File: src/rtl/drv_keyscan3_if.sv
// Keypad scan bus: row sense in, column drive and decoded-key results out.
interface drv_keyscan3_if;
   logic [3:0] row;
   logic [2:0] col;
   logic [9:0] data;
   logic       key_valid;
   logic [3:0] key_code;

   modport slave  (input row, output col, data, key_valid, key_code);
   modport master (output row, input col, data, key_valid, key_code);
endinterface

File: src/rtl/drv_keyscan3.sv
// 4x3 keypad scanner with frame debounce and 3-digit decimal entry.
// Optional KEYSCAN_ECHO_EN: data mirrors the accumulator on digits and clears on *.
module drv_keyscan3 #(
   parameter int DEB_FRAMES = 4
) (
   input logic           clk,
   input logic           rstn,
   drv_keyscan3_if.slave kp
);

   localparam logic [3:0] DEB = 4'(DEB_FRAMES);

   typedef enum logic [1:0] {IDLE, DEBOUNCE, HELD, RELEASE} state_t;

   state_t     state, state_nx;
   logic [2:0] col_q;
   logic [2:0] cand_col, cand_col_nx;
   logic [3:0] cand_row, cand_row_nx;
   logic [3:0] cand_code, cand_code_nx;
   logic [3:0] press_cnt, press_nx;
   logic [3:0] rel_cnt, rel_nx;
   logic       confirm;
   logic       samp_valid, in_col, same, row_clear;
   logic [9:0] acc, acc_dig, data_q;
   logic [1:0] dcnt;
   logic       kv_q;
   logic [3:0] kc_q;

   function automatic logic [3:0] key_lut(input logic [3:0] r, input logic [2:0] c);
      logic [1:0] ri, ci;
      logic [3:0] t;
      ri = r[0] ? 2'd0 : r[1] ? 2'd1 : r[2] ? 2'd2 : 2'd3;
      ci = c[0] ? 2'd0 : c[1] ? 2'd1 : 2'd2;
      case ({ri, ci})
         4'h0: t = 4'd1;  4'h1: t = 4'd2;  4'h2: t = 4'd3;
         4'h4: t = 4'd4;  4'h5: t = 4'd5;  4'h6: t = 4'd6;
         4'h8: t = 4'd7;  4'h9: t = 4'd8;  4'hA: t = 4'd9;
         4'hC: t = 4'hA;  4'hD: t = 4'd0;  4'hE: t = 4'hB;
         default: t = 4'd0;
      endcase
      return t;
   endfunction

   // row is judged against the column driven during the cycle that just ended
   assign samp_valid = $onehot(kp.row);
   assign in_col     = (col_q == cand_col);
   assign same       = in_col && samp_valid && (kp.row == cand_row);
   assign row_clear  = (kp.row & cand_row) == 4'd0;

   always_comb begin
      state_nx     = state;
      cand_col_nx  = cand_col;
      cand_row_nx  = cand_row;
      cand_code_nx = cand_code;
      press_nx     = press_cnt;
      rel_nx       = rel_cnt;
      confirm      = 1'b0;
      case (state)
         IDLE: if (samp_valid) begin
            cand_col_nx  = col_q;
            cand_row_nx  = kp.row;
            cand_code_nx = key_lut(kp.row, col_q);
            press_nx     = 4'd1;
            if (DEB == 4'd1) begin
               confirm  = 1'b1;
               state_nx = HELD;
            end else begin
               state_nx = DEBOUNCE;
            end
         end
         DEBOUNCE: if (in_col) begin
            if (same) begin
               press_nx = press_cnt + 4'd1;
               if (press_nx == DEB) begin
                  confirm  = 1'b1;
                  state_nx = HELD;
               end
            end else begin
               state_nx = IDLE;
            end
         end
         HELD: if (in_col && row_clear) begin
            rel_nx   = 4'd1;
            state_nx = (DEB == 4'd1) ? IDLE : RELEASE;
         end
         RELEASE: if (in_col) begin
            if (row_clear) begin
               rel_nx = rel_cnt + 4'd1;
               if (rel_nx == DEB) state_nx = IDLE;
            end else begin
               state_nx = HELD;
            end
         end
         default: state_nx = IDLE;
      endcase
   end

   // acc <= 99 whenever a digit is accepted, so the 10-bit product cannot wrap
   assign acc_dig = 10'(acc * 10'd10) + {6'd0, cand_code_nx};

   always_ff @(posedge clk) begin
      if (!rstn) begin
         state     <= IDLE;
         col_q     <= 3'b001;
         cand_col  <= 3'b001;
         cand_row  <= 4'd0;
         cand_code <= 4'd0;
         press_cnt <= 4'd0;
         rel_cnt   <= 4'd0;
         acc       <= 10'd0;
         dcnt      <= 2'd0;
         data_q    <= 10'd0;
         kv_q      <= 1'b0;
         kc_q      <= 4'd0;
      end else begin
         state     <= state_nx;
         col_q     <= {col_q[1:0], col_q[2]};
         cand_col  <= cand_col_nx;
         cand_row  <= cand_row_nx;
         cand_code <= cand_code_nx;
         press_cnt <= press_nx;
         rel_cnt   <= rel_nx;
         kv_q      <= confirm;
         if (confirm) begin
            kc_q <= cand_code_nx;
            if (cand_code_nx < 4'd10) begin
               if (dcnt < 2'd3) begin
                  acc  <= acc_dig;
                  dcnt <= dcnt + 2'd1;
`ifdef KEYSCAN_ECHO_EN
                  data_q <= acc_dig;
`endif
               end
            end else if (cand_code_nx == 4'hA) begin
               acc  <= 10'd0;
               dcnt <= 2'd0;
`ifdef KEYSCAN_ECHO_EN
               data_q <= 10'd0;
`endif
            end else begin
               data_q <= acc;
               acc    <= 10'd0;
               dcnt   <= 2'd0;
            end
         end
      end
   end

   assign kp.col       = col_q;
   assign kp.data      = data_q;
   assign kp.key_valid = kv_q;
   assign kp.key_code  = kc_q;

endmodule

File: src/flat_wrapper.sv
// flat-port wrapper written by rule: the top's interface ports become plain ports
module drv_keyscan3_flat 
#(
   parameter int DEB_FRAMES = 4
)
  (clk, rstn, kp_row, kp_col, kp_data, kp_key_valid, kp_key_code);
  drv_keyscan3_if kp_i ();
  input logic clk;
  input logic rstn;
  input wire logic [$bits(kp_i.row)-1:0] kp_row;
  output wire logic [$bits(kp_i.col)-1:0] kp_col;
  output wire logic [$bits(kp_i.data)-1:0] kp_data;
  output wire logic [$bits(kp_i.key_valid)-1:0] kp_key_valid;
  output wire logic [$bits(kp_i.key_code)-1:0] kp_key_code;
  assign kp_i.row = kp_row;
  assign kp_col = kp_i.col;
  assign kp_data = kp_i.data;
  assign kp_key_valid = kp_i.key_valid;
  assign kp_key_code = kp_i.key_code;
  drv_keyscan3 #(.DEB_FRAMES(DEB_FRAMES)) u_core (.clk(clk), .rstn(rstn), .kp(kp_i));
endmodule
File: config.mk
export PLATFORM = sky130hd
export DESIGN_NAME = drv_keyscan3_flat
export DESIGN_NICKNAME = d
export VERILOG_FILES = /design/src/rtl/drv_keyscan3_if.sv /design/src/rtl/drv_keyscan3.sv /design/src/flat_wrapper.sv
export SDC_FILE = /design/constraint.sdc
export NUM_CORES = 1
export LEC_CHECK = 0
export BUFFER_PORTS_ARGS = -buffer_cell sky130_fd_sc_hd__buf_2
export CORE_UTILIZATION = 35
export DETAILED_ROUTE_END_ITERATION = 16
export PLACE_DENSITY = 0.59
export SLEW_MARGIN = 20
export SYNTH_ARGS = -nofsm -noshare
export SYNTH_HDL_FRONTEND = slang
export SYNTH_SLANG_ARGS = --single-unit
File: constraint.sdc
create_clock -name clk -period 4.7 [get_ports clk]
set_input_delay 0.94 -clock clk [delete_from_list [all_inputs] [get_ports clk]]
set_output_delay 0.94 -clock clk [all_outputs]
set_load 0.05 [all_outputs]
==> flow_summary.json, run 1 <==
{
  "outcome": "finished clean",
  "power_density_mw_per_mm2": 270,
  "worstSetupStartpointType": "input pin",
  "postSynthCellCount": 326,
  "dr.pass1.iters": 4,
  "die_w_um": 95.0,
  "post_synthesis_register_bit_count": 51,
  "critPathCaptureType": "flip-flop",
  "worst_r2r_endpoint": "u_core.acc[9]$_SDFFE_PN0P_",
  "cap_viol_max_count": 0,
  "cts_setup_buffers": 0,
  "place_ws_ns": -0.0176,
  "synth_cell_type_count": 59,
  "yosysSeqAreaShare_pct": 33.8,
  "totalWireLength_mm": 5.99,
  "worstPathRequired_ns": 4.93,
  "synthToLayoutAreaGrowth_pct": 14.1,
  "hold-path-endpoint": "u_core.kp.data[7]$_SDFFE_PN0P_",
  "met3_length_um": 127,
  "via_density_per_instance": 4.90,
  "ws_path_type": "input pin to flip-flop",
  "detailroute.wirelength.met2_mm": 2.69,
  "coreArea_mm2": 0.00830,
  "maxClockFrequency_mhz": 227,
  "h-tree-depth": 2,
  "grt_antenna_before_repair": 0,
  "r2r_setup_slack_ns": 1.63,
  "cells_on_worst_hold_path": 2,
  "final-setup-viol-count": 0,
  "fin_nets": 398,
  "filler_cell_count": 814,
  "grt_pass1_vias": 2233,
  "remaining_drc_errors": 0,
  "worstHoldStart": "u_core.kp.data[7]$_SDFFE_PN0P_",
  "dieArea_mm2": 0.00902,
  "tritoncts.num_buffers": 5,
  "worst-endpoint-arrival_ns": 4.64,
  "top_layer_used": "met4",
  "final_antenna_net_count": 0,
  "final_layout_size_suffix_gt1_share_pct": 21.2,
  "final-hold-violation-count": 0,
  "later_pin_clock_latency_in_the_skew_report_ns": 0.30,
  "timing.critical_path.from": "kp_row[0]",
  "rows": 33,
  "synth-edff-count": 0,
  "antenna-diode-count": 0,
  "synth.cell_area_mm2": 0.00302,
  "rsz0062_at_grt": "no",
  "setup_ws_ns": 0.289,
  "postCtsHoldBufs": 0,
  "detail_route.wirelength.met1_mm": 3.11,
  "final_core_util_pct": 41.6,
  "initialDrtViolationCount": 67,
  "clock_period_minus_worst_slack_ns": 4.41,
  "tritoncts": "done",
  "cts.sink_count": 51,
  "clock-root-buffer": "sky130_fd_sc_hd__clkbuf_8",
  "num_io_pins": 24,
  "synth-warning-count": 0,
  "skew_ns": 0.00862,
  "worst_hold_path_type": "flip-flop to flip-flop",
  "layout_worst_path_cycle_share_pct": 93.8,
  "grt_start_max_net_pins": 51,
  "dominant_synthesized_flop_cell": "sky130_fd_sc_hd__dfxtp_1",
  "reg2reg_from": "u_core.state[1]$_SDFFE_PN0P_",
  "async_flop_share_pct": 0,
  "die_h_um": 95.0,
  "hpwl_mm": 4.45,
  "seqCellArea_mm2": 0.00102,
  "port_buffers": 23,
  "cts_repair_resize_count": 0,
  "clk_pin_slew_worst_paths_ns": 0.09,
  "grt_pass1_wl_mm": 10.4,
  "critical_path.most_common_cell": "sky130_fd_sc_hd__ha_1",
  "tightestPinTransition_ns": 0.825,
  "global_route.overflow_total": 0,
  "clock_tree.buffer_depth": 2,
  "avgSynthCellArea_um2": 9.28,
  "cpMaxStageDelayCell": "sky130_fd_sc_hd__fa_1",
  "worst-path-max-fanout": 4,
  "gp_congestion": 0.853,
  "path_cells": "buf_2, inv_1, ha_1, ha_1, fa_1, nor4b_4, nand2_1, nand2b_1, and2_1, ha_1, inv_1, fa_1, nor2b_1, o21ai_0, or3_1, nor4_2, xnor3_1, o22ai_1",
  "max_transition_margin_pct": 45.0,
  "wire_per_inst_um": 12.8,
  "critPathMaxStageDelay_ns": 0.49,
  "power.leakage_nw": 1.51,
  "r2r.worst_path.cells": 13,
  "irDropWorstVdd_mv": 0.127,
  "synthesis.nets": 362,
  "grt_use_total_pct": 14.5,
  "final-max-slew-violation-count": 0,
  "multiInputGateArea_mm2": 0.00183,
  "floorplan.initialDensity_pct": 36.4,
  "num_vias": 2292
}
worst max-delay path, delay by kind of cell:
| kind | cells | cell delay (ns) |
|---|---|---|
| compound gates | 2 | 0.19 |
| buf+inv | 3 | 0.20 |
| simple gates | 7 | 1.51 |
| xor+xnor | 1 | 0.24 |
| fa+ha+maj | 5 | 1.57 |
worst max path at each step:
| stage | to | slack, ns |
|---|---|---|
| global route | u_core.acc[9]$_SDFFE_PN0P_ | 0.03 |
| floorplan | u_core.acc[9]$_SDFFE_PN0P_ | 0.03 |
| global placement | u_core.acc[8]$_SDFFE_PN0P_ | 0.04 |
| CTS | u_core.acc[9]$_SDFFE_PN0P_ | 0.30 |
| finish | u_core.acc[9]$_SDFFE_PN0P_ | 0.29 |
| detailed placement | u_core.acc[9]$_SDFFE_PN0P_ | -0.02 |
kinds of logic (layout without fill, tap and decap cells):
kind of cell / Yosys count / after routing / share of synthesized area, %
adder cells (fa/ha/maj): 30 / 30 / 13.2
AND/OR/NAND/NOR: 114 / 114 / 20.2
XOR/XNOR: 15 / 15 / 4.80
multiplexers: 13 / 13 / 4.30
flip-flops: 51 / 51 / 33.8
buffers and inverters: 39 / 76 / 5.92
AO/OA/AOI/OAI: 64 / 64 / 17.8
sequential cells by signal, summed over array words and instances (netlist names):
name / count
u_core.press_cnt: 4
u_core.cand_code: 4
u_core.kp.key_code: 4
u_core.cand_row: 4
u_core.dcnt: 2
u_core.kp.key_valid: 1
u_core.state: 2
u_core.cand_col: 3
u_core.kp.col: 3
u_core.acc: 10
u_core.rel_cnt: 4
u_core.kp.data: 10
synthesized netlist by cell type (4+ instances only):
cell,n,area (um2)
sky130_fd_sc_hd__nor2_1,10,37.5
sky130_fd_sc_hd__and2_1,8,50.1
sky130_fd_sc_hd__clkbuf_1,7,26.3
sky130_fd_sc_hd__xor2_1,6,52.6
sky130_fd_sc_hd__nand3_1,6,30.0
sky130_fd_sc_hd__inv_1,24,90.1
sky130_fd_sc_hd__buf_4,4,30.0
sky130_fd_sc_hd__nand2_1,51,191
sky130_fd_sc_hd__dfxtp_1,51,1020
sky130_fd_sc_hd__xnor2_1,8,70.1
sky130_fd_sc_hd__mux2i_1,13,130
sky130_fd_sc_hd__o21ai_0,9,45.0
sky130_fd_sc_hd__nand2b_1,5,31.3
sky130_fd_sc_hd__nor2b_1,7,43.8
sky130_fd_sc_hd__o22ai_2,7,87.6
sky130_fd_sc_hd__a21boi_0,12,90.1
sky130_fd_sc_hd__o22ai_1,4,25.0
sky130_fd_sc_hd__ha_1,27,338
sky130_fd_sc_hd__a21oi_1,5,25.0
metal layers:
layer,GRT usage [%],up-vias
met1,19.8,1062
met3,1.93,7
met5,0,-
li1,-,1203
met2,23.8,20
met4,4.04,0
final cells by class:
class | instances | area share, %
tap | 105 | 3.81
clock inverter | 1 | 0.218
multi-input combinational | 236 | 53.1
sequential | 51 | 29.6
timing repair buffer | 44 | 7.91
clock buffer | 7 | 2.79
inverter | 24 | 2.61
stage by stage:
stage / cells / TNS (ns) / hold WS, ns / total power, mW / cell area, um2
5_1_grt: 468 / 0 / 0.480 / 0.983 / 3450
3_3_place_gp: 460 / 0 / 0.444 / 0.661 / 3350
4_1_cts: 468 / 0 / 0.466 / 0.948 / 3450
3_5_place_dp: 460 / -0.0176 / 0.451 / 0.661 / 3350
2_1_floorplan: 326 / 0 / 0.435 / 0.599 / 3030
6_report: 468 / 0 / 0.460 / 0.933 / 3450
layout by cell type (no fill, tap or decap), types with 3 or more instances in the layout:
| master | netlist | routed |
|---|---|---|
| sky130_fd_sc_hd__dfxtp_1 | 51 | 51 |
| sky130_fd_sc_hd__xnor2_1 | 8 | 8 |
| sky130_fd_sc_hd__nand2b_1 | 5 | 5 |
| sky130_fd_sc_hd__buf_2 | 2 | 23 |
| sky130_fd_sc_hd__o22ai_1 | 4 | 4 |
| sky130_fd_sc_hd__xor2_1 | 6 | 6 |
| sky130_fd_sc_hd__inv_1 | 24 | 24 |
| sky130_fd_sc_hd__o22ai_2 | 7 | 7 |
| sky130_fd_sc_hd__o211a_1 | 3 | 3 |
| sky130_fd_sc_hd__a31oi_1 | 3 | 3 |
| sky130_fd_sc_hd__ha_1 | 27 | 27 |
| sky130_fd_sc_hd__a21boi_0 | 12 | 12 |
| sky130_fd_sc_hd__or3_1 | 3 | 3 |
| sky130_fd_sc_hd__and2_1 | 8 | 8 |
| sky130_fd_sc_hd__o21ai_0 | 9 | 9 |
| sky130_fd_sc_hd__fa_1 | 3 | 3 |
| sky130_fd_sc_hd__a21oi_1 | 5 | 5 |
| sky130_fd_sc_hd__buf_4 | 4 | 21 |
| sky130_fd_sc_hd__nor2_1 | 10 | 10 |
| sky130_fd_sc_hd__nor2b_1 | 7 | 7 |
| sky130_fd_sc_hd__nand2_1 | 51 | 51 |
| sky130_fd_sc_hd__clkbuf_8 | 0 | 7 |
| sky130_fd_sc_hd__mux2i_1 | 13 | 13 |
| sky130_fd_sc_hd__nand3_1 | 6 | 6 |
where the power goes:
part,switching [mW],internal [mW]
combinational,0.100,0.0870
sequential,0.0169,0.448
clock,0.146,0.134
total,0.264,0.669
No activity file was read; power rests on OpenSTA's default activity.
==> inputs of run 2 (changes only) <==
CELL_PAD_IN_SITES_DETAIL_PLACEMENT = 2   (was not set)
CELL_PAD_IN_SITES_GLOBAL_PLACEMENT = 2   (was not set)
CORE_UTILIZATION = 34   (was 35)
PLACE_DENSITY = 0.81   (was 0.59)
==> run 2 against run 1 <==
  * Total power up 2.7%
  * Die area up 2.9%
  * Non-clock buffer count increased by 3
  * Design area grew 0.76%
  * Largest power group unchanged
  * Highest routed layer unchanged
==> flow_summary.json, run 2 (synthesized netlist as in run 1, its figures left out) <==
{
  "r2r_setup_slack_ns": 1.42,
  "die_h_um": 96.3,
  "hpwl_mm": 6.24,
  "grt_pass1_wl_mm": 13.6,
  "layout.cells.most_common_list": "sky130_fd_sc_hd__nand2_1 (51), sky130_fd_sc_hd__dfxtp_1 (51), sky130_fd_sc_hd__ha_1 (27)",
  "initialDrtViolationCount": 62,
  "grt_use_total_pct": 19.3,
  "critPathCaptureType": "flip-flop",
  "final-setup-viol-count": 0,
  "wp_depth": 15,
  "global_route.overflow_total": 0,
  "later_pin_clock_latency_in_the_skew_report_ns": 0.32,
  "worstPathBufferInverterCount": 2,
  "worstSetupStartpointType": "input pin",
  "max_transition_margin_pct": 40.8,
  "dieArea_mm2": 0.00928,
  "seqCellArea_mm2": 0.00102,
  "final_cell_count_no_fill": 474,
  "final_antenna_net_count": 0,
  "p_switching_uw": 297,
  "final_layout_size_suffix_gt1_share_pct": 21.9,
  "worst-endpoint-arrival_ns": 4.67,
  "final-hold-violation-count": 0,
  "grt_pass1_vias": 2771,
  "floorplan.initialDensity_pct": 34.8,
  "dpl.cell_count": 465,
  "via_density_per_instance": 5.30,
  "filler_cell_count": 997,
  "synthToLayoutAreaGrowth_pct": 14.9,
  "h-tree-depth": 2,
  "clock_tree.buffer_depth": 2,
  "p_clk_share_pct": 29.9,
  "tritoncts": "done",
  "maxClockFrequency_mhz": 222,
  "dr.pass1.iters": 4,
  "num_vias": 2513,
  "irDropWorstVdd_mv": 0.113,
  "clk_pin_slew_worst_paths_ns": 0.10,
  "clock_period_minus_worst_slack_ns": 4.50,
  "critPathMaxStageDelay_ns": 0.66,
  "multiInputGateArea_mm2": 0.00184,
  "remaining_drc_errors": 0,
  "outcome": "finished clean",
  "worst_hold_slack_ns": 0.466,
  "tightestPinTransition_ns": 0.888,
  "skew_ns": 0.00702,
  "cell_internal_power_uw": 661,
  "power_density_mw_per_mm2": 276,
  "power_frac_seq_pct": 48.8,
  "final-max-slew-violation-count": 0,
  "path_cells": "buf_2, inv_1, ha_1, ha_1, fa_1, nor4b_4, o311ai_0, o22a_4, ha_1, a21o_1, a21oi_1, nor3b_1, or4b_2, xnor2_1, o22ai_2",
  "ws_path_type": "input pin to flip-flop",
  "worst-path-max-fanout": 4,
  "critical_path.most_common_cell": "sky130_fd_sc_hd__ha_1",
  "sw_frac_of_total_pct": 31.0,
  "rows": 34,
  "power_uw": 958,
  "grt_start_max_net_pins": 51,
  "grt_antenna_before_repair": 0,
  "coreArea_mm2": 0.00868,
  "tritoncts.num_buffers": 5,
  "clock-root-buffer": "sky130_fd_sc_hd__clkbuf_8",
  "port_buffers": 23,
  "critical_path.top_delay_family": "simple AND/OR/NAND/NOR gates",
  "worstPathRequired_ns": 4.88,
  "antenna-diode-count": 0,
  "power.leakage_nw": 1.52,
  "cpMaxStageDelayCell": "sky130_fd_sc_hd__or4b_2",
  "die_w_um": 96.3,
  "cts.sink_count": 51,
  "p_comb_share_pct": 21.3,
  "fin_nets": 401,
  "cap_viol_max_count": 0,
  "layout_worst_path_cycle_share_pct": 95.6,
  "gp_congestion": 0.784,
  "num_io_pins": 24,
  "totalWireLength_mm": 8.33,
  "worst_hold_path_type": "flip-flop to flip-flop",
  "cells_on_worst_hold_path": 2,
  "r2r.worst_path.cells": 14,
  "wire_per_inst_um": 17.6
}
-- run 2: cell types whose count changed in the layout (fill, tap and decap cells not counted), sizes merged --
cell,delta
clkbuf,-1
buf,+3
clkinv,+1
-- run 2: final timing paths --
check | startpoint | endpoint
setup reg to reg | u_core.state[0]$_SDFFE_PN0P_ | u_core.acc[9]$_SDFFE_PN0P_
setup / recovery | kp_row[1] | u_core.acc[8]$_SDFFE_PN0P_
hold / removal | u_core.kp.data[3]$_SDFFE_PN0P_ | u_core.kp.data[3]$_SDFFE_PN0P_
hold reg to reg | u_core.kp.data[3]$_SDFFE_PN0P_ | u_core.kp.data[3]$_SDFFE_PN0P_
-- run 2: per-stage QoR --
step	setup WS, ns	util [%]	setup TNS [ns]	cell area [um2]
2_1_floorplan	0.0287	-	0	3030
6_report	0.205	40.1	0	3480
4_1_cts	0.142	39.9	0	3460
3_3_place_gp	0.0469	38.8	0	3360
5_1_grt	-0.0161	40.1	-0.0161	3480
3_5_place_dp	-0.142	38.8	-0.296	3360
-- run 2: area by class of cell --
type                    instances  area share, %
multi-input cells             236           52.8
repair buffers                 47           8.50
flip-flops and latches         51           29.4
well taps                     108           3.89
clock buffers                   6           2.38
clock inverters                 2          0.468
inverters                      24           2.59
-- run 2: power by group through the flow --
stage | logic (mW) | registers [mW] | clock network, mW
6_report | 0.204 | 0.468 | 0.286
4_1_cts | 0.202 | 0.468 | 0.296
2_1_floorplan | 0.127 | 0.471 | 0
3_5_place_dp | 0.198 | 0.478 | 0
3_3_place_gp | 0.187 | 0.475 | 0
5_1_grt | 0.223 | 0.470 | 0.309
-- run 2: what timing repair did --
action | CTS | global route
hold buffers | 0 | 0
setup buffers | 0 | 1
resized for setup | 0 | 1
endpoints found under the setup margin | 0 | 2
-- run 2: tightest hold or removal path, cell delays in order (launching register included) --
cell,delay [ns]
sky130_fd_sc_hd__dfxtp_1,0.32
sky130_fd_sc_hd__nand2_1,0.05
sky130_fd_sc_hd__mux2i_1,0.06
-- run 2: per-layer routing --
| metal | GRT usage, % | wire length (um) | part of all wire [%] |
|---|---|---|---|
| met1 | 23.3 | 3670 | 44 |
| met2 | 34.5 | 4300 | 52 |
| met3 | 3.48 | 193 | 2.3 |
| met4 | 6.13 | 160 | 1.9 |
| met5 | 0 | 0 | 0 |
